===== src/rtl/ov5640_cfg_ctrl.sv =====
// ov5640_cfg_ctrl
// Power-up sequencer and register-table scheduler for the OV5640 sensor.
// It walks pwdn/rst_n through the power-on timing, waits for the sensor to
// settle, then issues one SCCB write per ROM entry. An entry whose address is
// 16'hFFFF is a delay of (value * MS_CYC) cycles instead of a write.
// Optional build macro: OV5640_CFG_RETRY_EN. When defined, a NACKed write is
// re-issued up to MAX_RETRY times; an entry that still fails sets the sticky
// cfg_err and is skipped. When undefined, NACK is ignored and cfg_err is 0.
module ov5640_cfg_ctrl #(
    parameter int unsigned PWDN_CYC   = 100000,
    parameter int unsigned RST_CYC    = 50000,
    parameter int unsigned SETTLE_CYC = 1000000,
    parameter int unsigned MS_CYC     = 50000,
    parameter int unsigned REG_NUM    = 252,
    parameter int unsigned MAX_RETRY  = 3
) (
    input  logic        sclk_50m,
    input  logic        s_rst_n,
    input  logic        reinit,
    output logic [7:0]  cfg_idx,
    input  logic [23:0] cfg_data,
    output logic        wr_req,
    output logic [15:0] wr_addr,
    output logic [7:0]  wr_data,
    input  logic        wr_done,
    input  logic        wr_nack,
    output logic        ov5640_pwdn,
    output logic        ov5640_rst_n,
    output logic        cfg_done,
    output logic        cfg_err
);

    localparam logic [31:0] PWDN_LAST   = 32'(PWDN_CYC - 1);
    localparam logic [31:0] RST_LAST    = 32'(RST_CYC - 1);
    localparam logic [31:0] SETTLE_LAST = 32'(SETTLE_CYC - 1);
    localparam logic [7:0]  IDX_LAST    = 8'(REG_NUM - 1);

    typedef enum logic [3:0] {
        S_PWDN, S_RST, S_SETTLE, S_FETCH, S_REQ, S_DELAY, S_NEXT, S_DONE, S_RETRY
    } state_t;

    state_t      state_q, state_d;
    logic [31:0] cnt_q, cnt_d;
    logic [7:0]  cfg_idx_q, cfg_idx_d;
    logic [15:0] wr_addr_q, wr_addr_d;
    logic [7:0]  wr_data_q, wr_data_d;
    logic [31:0] delay_tgt;

    // A delay entry carries its length in milliseconds in the data byte.
    assign delay_tgt = 32'(wr_data_q) * MS_CYC;

`ifdef OV5640_CFG_RETRY_EN
    localparam logic [7:0] RETRY_MAX = 8'(MAX_RETRY);
    logic [7:0] retry_q, retry_d;
    logic       cfg_err_q, cfg_err_d;
`else
    logic unused_retry_inputs;
    assign unused_retry_inputs = ^{wr_nack, 8'(MAX_RETRY)};
`endif

    // State and datapath registers; reset is synchronous and active-low.
    always_ff @(posedge sclk_50m) begin
        if (!s_rst_n) begin
            state_q   <= S_PWDN;
            cnt_q     <= '0;
            cfg_idx_q <= '0;
            wr_addr_q <= '0;
            wr_data_q <= '0;
`ifdef OV5640_CFG_RETRY_EN
            retry_q   <= '0;
            cfg_err_q <= 1'b0;
`endif
        end else begin
            state_q   <= state_d;
            cnt_q     <= cnt_d;
            cfg_idx_q <= cfg_idx_d;
            wr_addr_q <= wr_addr_d;
            wr_data_q <= wr_data_d;
`ifdef OV5640_CFG_RETRY_EN
            retry_q   <= retry_d;
            cfg_err_q <= cfg_err_d;
`endif
        end
    end

    // Next-state and datapath update; reinit overrides everything, including wr_done.
    always_comb begin
        state_d   = state_q;
        cnt_d     = cnt_q;
        cfg_idx_d = cfg_idx_q;
        wr_addr_d = wr_addr_q;
        wr_data_d = wr_data_q;
`ifdef OV5640_CFG_RETRY_EN
        retry_d   = retry_q;
        cfg_err_d = cfg_err_q;
`endif
        case (state_q)
            S_PWDN: begin
                if (cnt_q == PWDN_LAST) begin
                    cnt_d   = '0;
                    state_d = S_RST;
                end else begin
                    cnt_d = cnt_q + 32'd1;
                end
            end
            S_RST: begin
                if (cnt_q == RST_LAST) begin
                    cnt_d   = '0;
                    state_d = S_SETTLE;
                end else begin
                    cnt_d = cnt_q + 32'd1;
                end
            end
            S_SETTLE: begin
                if (cnt_q == SETTLE_LAST) begin
                    cnt_d   = '0;
                    state_d = S_FETCH;
                end else begin
                    cnt_d = cnt_q + 32'd1;
                end
            end
            S_FETCH: begin
                // First cycle covers ROM latency; the second latches the word.
                if (cnt_q == '0) begin
                    cnt_d = 32'd1;
                end else begin
                    cnt_d     = '0;
                    wr_addr_d = cfg_data[23:8];
                    wr_data_d = cfg_data[7:0];
`ifdef OV5640_CFG_RETRY_EN
                    retry_d   = '0;
`endif
                    state_d   = (cfg_data[23:8] == 16'hFFFF) ? S_DELAY : S_REQ;
                end
            end
            S_REQ: begin
                if (wr_done) begin
`ifdef OV5640_CFG_RETRY_EN
                    if (wr_nack) begin
                        if (retry_q == RETRY_MAX) begin
                            cfg_err_d = 1'b1;
                            state_d   = S_NEXT;
                        end else begin
                            retry_d = retry_q + 8'd1;
                            state_d = S_RETRY;
                        end
                    end else begin
                        state_d = S_NEXT;
                    end
`else
                    state_d = S_NEXT;
`endif
                end
            end
            S_RETRY: state_d = S_REQ;
            S_DELAY: begin
                if (delay_tgt == '0 || cnt_q == delay_tgt - 32'd1) begin
                    cnt_d   = '0;
                    state_d = S_NEXT;
                end else begin
                    cnt_d = cnt_q + 32'd1;
                end
            end
            S_NEXT: begin
                if (cfg_idx_q == IDX_LAST) begin
                    state_d = S_DONE;
                end else begin
                    cfg_idx_d = cfg_idx_q + 8'd1;
                    state_d   = S_FETCH;
                end
            end
            S_DONE:  state_d = S_DONE;
            default: state_d = S_PWDN;
        endcase

        if (reinit) begin
            state_d   = S_PWDN;
            cnt_d     = '0;
            cfg_idx_d = '0;
            wr_addr_d = '0;
            wr_data_d = '0;
`ifdef OV5640_CFG_RETRY_EN
            retry_d   = '0;
            cfg_err_d = 1'b0;
`endif
        end
    end

    // Moore outputs decoded from the registered state.
    always_comb begin
        ov5640_pwdn  = 1'b0;
        ov5640_rst_n = 1'b1;
        wr_req       = 1'b0;
        cfg_done     = 1'b0;
        case (state_q)
            S_PWDN: begin
                ov5640_pwdn  = 1'b1;
                ov5640_rst_n = 1'b0;
            end
            S_RST:   ov5640_rst_n = 1'b0;
            S_REQ:   wr_req       = 1'b1;
            S_DONE:  cfg_done     = 1'b1;
            default: ;
        endcase
    end

    assign cfg_idx = cfg_idx_q;
    assign wr_addr = wr_addr_q;
    assign wr_data = wr_data_q;
`ifdef OV5640_CFG_RETRY_EN
    assign cfg_err = cfg_err_q;
`else
    assign cfg_err = 1'b0;
`endif

endmodule


===== config.mk =====
export PLATFORM = sky130hd
export DESIGN_NAME = ov5640_cfg_ctrl
export DESIGN_NICKNAME = d
export VERILOG_FILES = /design/src/rtl/ov5640_cfg_ctrl.sv
export SDC_FILE = /design/constraint.sdc
export NUM_CORES = 1
export LEC_CHECK = 0
export BUFFER_PORTS_ARGS = -buffer_cell sky130_fd_sc_hd__buf_4
export CAP_MARGIN = 20
export CELL_PAD_IN_SITES_DETAIL_PLACEMENT = 2
export CELL_PAD_IN_SITES_GLOBAL_PLACEMENT = 2
export CORE_MARGIN = 2
export CORE_UTILIZATION = 36
export CTS_CLUSTER_DIAMETER = 80
export DETAILED_ROUTE_END_ITERATION = 16
export PLACE_DENSITY_LB_ADDON = 0.1
export SYNTH_ARGS = -nofsm -noshare
export SYNTH_HDL_FRONTEND = slang
export SYNTH_SLANG_ARGS = --single-unit
export TNS_END_PERCENT = 100

===== constraint.sdc =====
create_clock -name sclk_50m -period 7.2 [get_ports sclk_50m]
set_input_delay 1.44 -clock sclk_50m [delete_from_list [all_inputs] [get_ports sclk_50m]]
set_output_delay 1.44 -clock sclk_50m [all_outputs]
set_load 0.05 [all_outputs]

==> results.cfg <==
[finish]
multi_input_area_um2 = 4680
regArea_um2 = 1340
areaGrowthSynthToFinish_pct = 13.7
fill_cells = 1979
fin_nets = 952
n_antenna_cell = 0
drive_gt1_share_pct = 14.7

[worst_setup_path]
arrival_ns = 6.72
setup.worst_path.start_class = register
worst-endpoint-required_ns = 7.41
r2r-end = cnt_q[8]
reg2reg_depth = 20
crit_fanout = 21
crit_path_end_kind = register
rrSetupSlack_ns = 0.69
critPathLaunch = wr_data[6]
critPathKind = reg -> reg
r2r_start = wr_data[6]

[logic_synthesis]
synth-async-reset-ratio_pct = 0
ys_warn_count = 0
syn-cell-area_um2 = 6410
synthesis.nets = 922
synth_seq_cells = 67
yosysSeqAreaShare_pct = 20.9
synthFlopType = dfxtp_1
ys_types = 94
syn_avg_cell_area_um2 = 7.78
synth_edf_count = 0
syn_inst = 824

[timing]
hold_violations = 0
finClkSkew_ns = 0.00572
maxSlewHeadroom_pct = 38.2
drv_slew = 0
setup_viol = 0
rsz0062_at_grt = false
min_period_over_period_pct = 90.4
fmax_mhz = 154
fin_tns_setup_ns = 0
fin_crit_ns = 6.51
worst_pin_slew_ns = 0.927

[worst_hold_path]
hp-class = reg -> reg
min_to = wr_addr[0]
hp-start = wr_addr[0]
min_path_cells = 2

[floorplanning]
core_area_um2 = 17400
die-height_um = 137
die_w_um = 137
die_area_um2 = 18900
num_rows = 48
ioPinCount = 66
initial_utilization_pct = 36.9

[global_routing]
grt_pass1_wl_um = 36700
grt_start_max_net_pins = 41
grt_overflow = 0
antenna_found_initial = 0
grt_pass1_vias = 6876
grtUsageTotal_pct = 24.7

[power_and_ir_drop]
p_per_area_nw_per_um2 = 118
vdd.ir_drop.worst_mv = 0.117
total_power_uw = 861
leakagePower_nw = 3.05

[route]
wl_per_cell_um = 20.6
wirelength_um = 22300
via_count = 6403
route.detailed.drc = 0
first_iter_violations = 250
viasPerCell = 5.91
first_pass_iters = 4
ant_nets = 0

[clock_network]
clk_latency_ns = 0.35
numCtsBuffers = 9
post_cts_buffers = 0
cts_sinks = 67
ctsHtreeMaxLevel = 3
post_cts_resized = 0
clk_pin_slew_worst_paths_ns = 0.06
cts_tree = yes
cts-root-buf = clkbuf_16
ctsHoldBuffers = 0
ctsLongestPathBuffers = 2

[outcome]
status = finished, final reports clean

[placed_design]
port_buffers = 63
place.gp.congestion = 0.818
dp_hpwl_um = 17500

[run]
cap_violations = 0
## synthesized netlist by cell type, drive strengths merged (4+ instances only)
library cell	count	area (µm²)
ha	57	713
a21o	6	45.0
mux2i	4	40.0
or4	5	41.3
a31oi	7	50.1
a21boi	4	33.8
nand2b	8	50.1
nand3	73	370
fa	12	240
o31ai	7	76.3
xor2	14	145
inv	47	176
and3	16	100
xnor2	24	210
nor4	14	115
o21ai	46	234
a21oi	62	325
nand4	17	106
o311ai	22	200
o211ai	4	35.0
nor3	24	125
or3	13	81.3
or2	11	68.8
buf	12	76.3
dfxtp	67	1340
nor2b	5	31.3
o21a	4	30.0
nand2	89	337
nor2	38	143
clkbuf	37	139
and4	7	61.3
and2	12	75.1
## routing by layer
layer	GRT usage [%]	vias to the layer above	part of all wire, %
met5	0	-	0
met4	6.01	0	1.5
met3	3.38	18	2.8
met2	44.7	80	51
met1	30.8	3225	44
li1	-	3080	-
## report_power, final
part	internal, mW	leakage [nW]	switching [mW]
registers	0.371	0.540	0.000923
clock network	0.270	0.138	0.187
logic	0.0139	2.37	0.0184
total	0.655	3.05	0.206
## layout by cell type (no fill, tap or decap), drive strengths merged, types with 4 or more instances in the layout
cell,synthesis,final
nand2,89,89
nand3,73,73
buf,12,68
dfxtp,67,67
a21oi,62,62
ha,57,57
inv,47,47
o21ai,46,46
nor2,38,38
xnor2,24,24
nor3,24,24
o311ai,22,22
nand4,17,17
and3,16,16
xor2,14,14
nor4,14,14
or3,13,13
and2,12,12
fa,12,12
or2,11,11
clkbuf,37,9
nand2b,8,8
and4,7,7
a31oi,7,7
o31ai,7,7
a21o,6,6
nor2b,5,5
or4,5,5
o21a,4,4
mux2i,4,4
o211ai,4,4
a21boi,4,4
## cell families (layout without fill, tap and decap cells)
family / count (synthesis) / in the layout / synth area share, %
xor gates and xnor gates: 40 / 40 / 6.25
DFF: 67 / 67 / 20.9
AOI/OAI and AO/OA: 204 / 204 / 23.0
buffers and inverters: 96 / 131 / 6.11
other: 1 / 1 / 0.0585
adders and majority gates: 69 / 69 / 14.9
muxes: 5 / 5 / 0.800
and+or+nand+nor: 342 / 342 / 28.0
## worst max-delay path: stages (launching register included)
cell and delay, ns:
dfxtp_1 0.47, inv_1 0.13, ha_1 0.28, ha_1 0.31, inv_1 0.06, fa_1 0.50
inv_1 0.06, fa_1 0.48, ha_1 0.53, nand3_1 0.13, o211ai_1 0.40, mux2i_1 0.30
o311ai_2 0.24, nor4_2 0.46, and4_1 0.35, a31oi_1 0.11, or4_1 0.44, a21o_1 0.21
a21oi_4 0.37, buf_4 0.36, o311ai_1 0.14
## worst max-delay path by stage
| stage | to | slack [ns] | cells past startpoint |
|---|---|---|---|
| 3_5_place_dp | cnt_q[14] | 0.70 | 20 |
| 6_report | cnt_q[8] | 0.69 | 20 |
| 3_3_place_gp | cnt_q[8] | 0.99 | 21 |
| 5_1_grt | cnt_q[18] | 0.34 | 20 |
| 4_1_cts | cnt_q[8] | 0.68 | 20 |
| 2_1_floorplan | cnt_q[22] | 1.46 | 22 |
## flip-flops by register name, summed over array words and instances (netlist names)
name     cells
cnt_q       32
wr_addr     16
cfg_idx      8
wr_data      8
state_q      3
## final cells by class
class / instances / area share (%)
repair buffers: 68 / 7.00
multi-input cells: 661 / 64.2
well taps: 225 / 3.86
flip-flops and latches: 67 / 18.4
clock buffers: 9 / 3.09
clock inverters: 7 / 1.08
inverters: 47 / 2.42
## per-stage QoR
step                      hold slack (ns)  std cells  util (%)  cell area (µm²)  setup WS, ns
after floorplan                     0.466        824         -             6410          1.46
after global placement              0.444       1068      40.3             6990         0.989
after detailed placement            0.457       1068      40.3             6990         0.704
after CTS                           0.465       1084      42.0             7290         0.679
after global routing                0.493       1084      42.0             7290         0.341
final                               0.465       1084      42.0             7290         0.693
Note: power is estimated with default switching activity, not from simulation.
